$ cat config.mk
export PLATFORM = sky130hd
export DESIGN_NAME = addsub_sequencer
export DESIGN_NICKNAME = d
export VERILOG_FILES = /design/src/rtl/addsub_sequencer.sv
export SDC_FILE = /design/constraint.sdc
export NUM_CORES = 1
export LEC_CHECK = 0
export ABC_AREA = 0
export CAP_MARGIN = 30
export CORE_MARGIN = 2
export CORE_UTILIZATION = 35
export CTS_CLUSTER_DIAMETER = 60
export CTS_CLUSTER_SIZE = 28
export DETAILED_ROUTE_END_ITERATION = 6
export PLACE_DENSITY = 0.74
export SLEW_MARGIN = 20
export SYNTH_ARGS = -nofsm -noshare
export SYNTH_HDL_FRONTEND = slang
export SYNTH_SLANG_ARGS = --single-unit
$ cat constraint.sdc
create_clock -name clk -period 1.48 [get_ports clk]
set_input_delay 0.222 -clock clk [delete_from_list [all_inputs] [get_ports clk]]
set_output_delay 0.222 -clock clk [all_outputs]
set_load 0.03 [all_outputs]
$ cat src/rtl/addsub_sequencer.sv
// Command-driven accumulator controller feeding an external 8-bit adder/subtractor.
// Executes LOAD/ADD/SUB/CLEAR with valid/ready command and response handshakes.
module addsub_sequencer #(
  parameter int unsigned WIDTH = 8
) (
  input  logic             clk,
  input  logic             rst_n,
  input  logic             cmd_valid,
  output logic             cmd_ready,
  input  logic [1:0]       cmd_op,
  input  logic [WIDTH-1:0] cmd_data,
  output logic [WIDTH-1:0] as_a,
  output logic [WIDTH-1:0] as_b,
  output logic             as_mode,
  input  logic [WIDTH-1:0] as_result,
  input  logic             as_ovfl,
  output logic             rsp_valid,
  input  logic             rsp_ready,
  output logic [WIDTH-1:0] rsp_acc,
  output logic             rsp_ovfl,
  output logic             sticky_ovfl,
  input  logic             sticky_clr
);

  localparam logic [1:0] OpLoad  = 2'b00;
  localparam logic [1:0] OpAdd   = 2'b01;
  localparam logic [1:0] OpSub   = 2'b10;
  localparam logic [1:0] OpClear = 2'b11;

  typedef enum logic [1:0] {StIdle, StExec, StResp} state_e;

  state_e           state_q, state_d;
  logic [1:0]       op_q, op_d;
  logic [WIDTH-1:0] data_q, data_d;
  logic [WIDTH-1:0] acc_q, acc_d;
  logic             rsp_ovfl_q, rsp_ovfl_d;
  logic             sticky_q, sticky_d;

  always_comb begin
    state_d    = state_q;
    op_d       = op_q;
    data_d     = data_q;
    acc_d      = acc_q;
    rsp_ovfl_d = rsp_ovfl_q;
    sticky_d   = sticky_q;
    cmd_ready  = 1'b0;
    rsp_valid  = 1'b0;

    // Software clear is applied first so a same-cycle overflow set takes priority.
    if (sticky_clr) sticky_d = 1'b0;

    unique case (state_q)
      StIdle: begin
        cmd_ready = 1'b1;
        if (cmd_valid) begin
          op_d    = cmd_op;
          data_d  = cmd_data;
          state_d = StExec;
        end
      end
      StExec: begin
        unique case (op_q)
          OpLoad: begin
            acc_d      = data_q;
            rsp_ovfl_d = 1'b0;
          end
          OpAdd, OpSub: begin
            acc_d      = as_result;
            rsp_ovfl_d = as_ovfl;
            if (as_ovfl) sticky_d = 1'b1;
          end
          OpClear: begin
            acc_d      = '0;
            rsp_ovfl_d = 1'b0;
            sticky_d   = 1'b0;
          end
          default: ;
        endcase
        state_d = StResp;
      end
      StResp: begin
        rsp_valid = 1'b1;
        if (rsp_ready) state_d = StIdle;
      end
      default: state_d = StIdle;
    endcase
  end

  always_ff @(posedge clk or negedge rst_n) begin
    if (!rst_n) begin
      state_q    <= StIdle;
      op_q       <= OpLoad;
      data_q     <= '0;
      acc_q      <= '0;
      rsp_ovfl_q <= 1'b0;
      sticky_q   <= 1'b0;
    end else begin
      state_q    <= state_d;
      op_q       <= op_d;
      data_q     <= data_d;
      acc_q      <= acc_d;
      rsp_ovfl_q <= rsp_ovfl_d;
      sticky_q   <= sticky_d;
    end
  end

  // acc only changes at the end of EXEC, so it doubles as the held response value.
  assign as_a        = acc_q;
  assign as_b        = data_q;
  assign as_mode     = (op_q == OpSub);
  assign rsp_acc     = acc_q;
  assign rsp_ovfl    = rsp_ovfl_q;
  assign sticky_ovfl = sticky_q;

endmodule
* Word level (Yosys, flattened, before mapping)
Cells that the tools add are included.
** Storage, ports and cells
- Flip-flop bits (word level) :: 22
- Word-level logic and storage cells :: 30
** Operators by class
- Equality and inequality tests :: 7
- Muxes and demuxes :: 11
- Reductions and logical operators :: 6
** Operators with widths (count)
- case mux 8 bit (3 select lines) :: 1
- == test 2 bit, second input constant :: 3
- case mux 2 bit (3 select lines) :: 1
- two-way mux 1 bit :: 5
- == test 2 x 1 -> 1 bit, second input constant :: 2
- logical NOT 2 bit :: 2
- two-way mux 2 bit :: 2
- != test 2 bit, second input constant :: 2
- case mux 1 bit (2 select lines) :: 2
- AND reduction 2 bit :: 2
- OR reduction 2 bit :: 2

* Logic depth before layout (Yosys ltp)
- Depth after elaboration :: 4
- Depth in mapped cells :: 6
- Gate-level depth less buffers :: 5

* Worst setup path before layout
No wires, ideal clock.
- Path type :: register to register
- Start :: reg state_q[1]
- End :: reg data_q[0] (netlist: as_b[0])
- Path slack :: -10 ps
- Buffers on the path :: 1
- Stages on the path, launching flop included :: 5
- Data arrival time :: 1365 ps
- Setup time :: 125 ps
- Cells stage by stage :: dfrtp_1 -> nor2_2 -> and2_4 -> buf_6 -> mux2_4
** Between the ends
- Word-level cells in the longest chain between the ends :: 2
** Ends and longest elaborated chain
- start: declaration :: line 32 : state_e state_q, state_d;
- start signal: assignment :: line 91 : state_q <= StIdle;
- start signal: assignment :: line 98 : state_q <= state_d;
- logical NOT 2 bit :: line 52 : unique case (state_q)
- AND reduction 2 bit (no source line)
- end signal: assignment :: line 100 : data_q <= data_d;
- end: declaration :: line 34 : logic [WIDTH-1:0] data_q, data_d;
Every way passes these cells.
A chain may end at the register's enable or synchronous reset.

* Worst setup path after layout
- Start :: reg state_q[1]
- End :: out cmd_ready
** Between the ends
- Word-level cells in the longest chain between the ends :: 2
** Ends and longest elaborated chain
- logical NOT 2 bit :: line 52
- two-way mux 1 bit :: line 52
- end: declaration :: line 9 : output logic cmd_ready,
Every way passes these cells.

==> flow_summary.ini <==
[run_status]
status = complete, no violations

[synth]
syn_nets = 118
synth_common_cells = dfrtp_1 (22), nor2_1 (11), a21oi_1 (10)
synth_top_area_share_pct = 52.0
async_flop_share_pct = 100
yosys_warnings = 0
synth_area_um2 = 1060
synth-seq-area-share_pct = 52.0
synth_flop_cell = dfrtp_1
synth-seq-cells = 22
syn_area_per_cell_um2 = 11.5
synth.distinct_cells = 22
synth.most_common_cell = dfrtp_1
synthTopCellsByArea = dfrtp_1 (52%), mux2_4 (13%), buf_4 (5.7%), a21oi_1 (4.7%), nor2_1 (3.9%)
synth_largest_area_cell = dfrtp_1
synth_edf_count = 0
postSynthCellCount = 92

[place]
placedCellCount = 165
place.gp.congestion = 0.756
placed_area_um2 = 1550
dp_hpwl_mm = 1.95
io_buffers = 52
dpl_worst_slack_ps = 37.8

[floorplan]
fp.dieArea_um2 = 3480
start_util_pct = 37.7
row_count = 19
ioPinCount = 53
die_x_um = 59.0
die_h_um = 59.0
core_area_um2 = 2810

[route]
vias = 830
dr.pass1.iters = 4
drt_iter0_markers = 12
vias_per_cell = 4.91
wl_per_cell_um = 14.2
antenna_left = 0
routed_wl_mm = 2.40
drcViolationCount = 0

[critical_path]
crit_chain = nor2_4, clkdlybuf4s15_2
ff2ff_path_depth = 5
r2r-end = as_a[2]
startpoint_type = flop
r2r_start = op_q[1]
reg2reg_setup_slack_ps = 120
end_kind = output port
path_max_fanout = 4
path_buf_inv = 1
cp-startpoint = state_q[1]
crit_end = cmd_ready
worstPathRequired_ps = 1260
critical_path_class = reg2out
arrival_ps = 1180
crit_cells = 2
slowest_stage = dfrtp_1
critPathTopFamily = flip-flops
slowest_delay_ps = 450

[layout]
stdcell_count = 169
finalNetCount = 165
stdcell_area_um2 = 1570
antenna_cells = 0
fillers = 239
synthToLayoutAreaGrowth_pct = 48.6
drive_above_1_share_pct = 15.9
fin_util_pct = 56.1

[global_route]
grt_pass1_wl_mm = 3.91
antenna_found_initial = 0
grt_pass1_vias = 854
grt_overflow = 0
grt_max_degree = 23
grt_use_total_pct = 14.7

[clocking]
cts.sinks = 22
clockBufferDepth = 2
post_cts.repair.setup_buffers = 0
cts_tree = built
cts_max_level = 1
root_buffer = clkbuf_4
clock_latency_ps = 300
clk_pin_slew_ps = 130
cts_made_buffers = 3

[timing]
grt_setup_unrepaired = false
whs_ps = 249
max_freq_mhz = 714
drv_slew = 0
slew_headroom_pct = 58.1
worst_pin_slew_ps = 628
final.setup.tns_ps = 0
period_needed_ps = 1400
clock_skew_ps = 1.67
final_hold_viol_count = 0
finalCritPeriodShare_pct = 94.6
setup_viol = 0
setup_ws_ps = 80.3

[power_and_ir_drop]
peakVddDrop_mv = 1.12
cellLeakagePower_nw = 0.736
power_density_nw_per_um2 = 2540
total_power_mw = 3.99

[run]
drv_cap = 0

[worst_hold_path]
hold_class = in2async
## layout by cell type, fill, tap and decap left out, drive strengths merged, types with 2 or more instances in the layout
cell           count
ha                 2
buf                5
nand2b             2
inv                3
mux2              10
dlygate4sd2       26
nor2              12
a221oi             3
a21oi             10
clkdlybuf4s50     23
nand3b             5
clkbuf             3
nor2b              3
nand2              2
dfrtp             22
## state kept, by name (all words and copies together) (netlist names)
signal and count:
as_a 8, as_b 8, op_q 2, rsp_ovfl 1, state_q 2, sticky_ovfl 1
## layer usage
| layer | wire [um] | up-vias | global-route usage (%) |
|---|---|---|---|
| met5 | 0 | - | 0 |
| met4 | 0 | 0 | 2.92 |
| met3 | 139 | 0 | 2.62 |
| met2 | 1190 | 30 | 25.1 |
| met1 | 1080 | 396 | 19.7 |
| li1 | - | 404 | - |
## report_power, final
| group | total (mW) | internal (mW) | switching, mW |
|---|---|---|---|
| Combinational | 2.39 | 0.950 | 1.44 |
| Clock | 0.459 | 0.273 | 0.185 |
| Sequential | 1.14 | 0.899 | 0.242 |
## timing repair
action                                  in CTS  in global routing
resized for setup                           29                  0
hold buffers                                 0                  0
endpoints found under the setup margin      27                  0
## cells by family after synthesis
| family | synth area share [%] |
|---|---|
| AO/OA/AOI/OAI | 8.63 |
| multiplexers | 13.8 |
| buffers and inverters | 9.46 |
| adder cells (fa/ha/maj) | 2.36 |
| AND/OR/NAND/NOR | 13.7 |
| flip-flops | 52.0 |
## how the worst min path moves through the flow
| stage | start | endpoint | slack, ps | cells after the start |
|---|---|---|---|---|
| 5_1_grt | rst_n | as_b[5] | 260 | 2 |
| 4_1_cts | rst_n | op_q[1] | 260 | 2 |
| 3_3_place_gp | rsp_ovfl | rsp_ovfl | 460 | 2 |
| 6_report | rst_n | as_b[6] | 250 | 2 |
| 3_5_place_dp | rsp_ovfl | rsp_ovfl | 470 | 2 |
| 2_1_floorplan | rst_n | as_a[0] | -70 | 0 |
## area by class of cell
cell class / instances / area, um^2 / area share [%]
multi-input combinational: 54 / 413 / 26.3
inverter: 3 / 11.3 / 0.716
tap: 31 / 38.8 / 2.47
sequential: 22 / 551 / 35.0
timing repair buffer: 55 / 507 / 32.2
clock inverter: 1 / 30.0 / 1.91
clock buffer: 3 / 22.5 / 1.43
No activity file was read; power rests on OpenSTA's default activity.
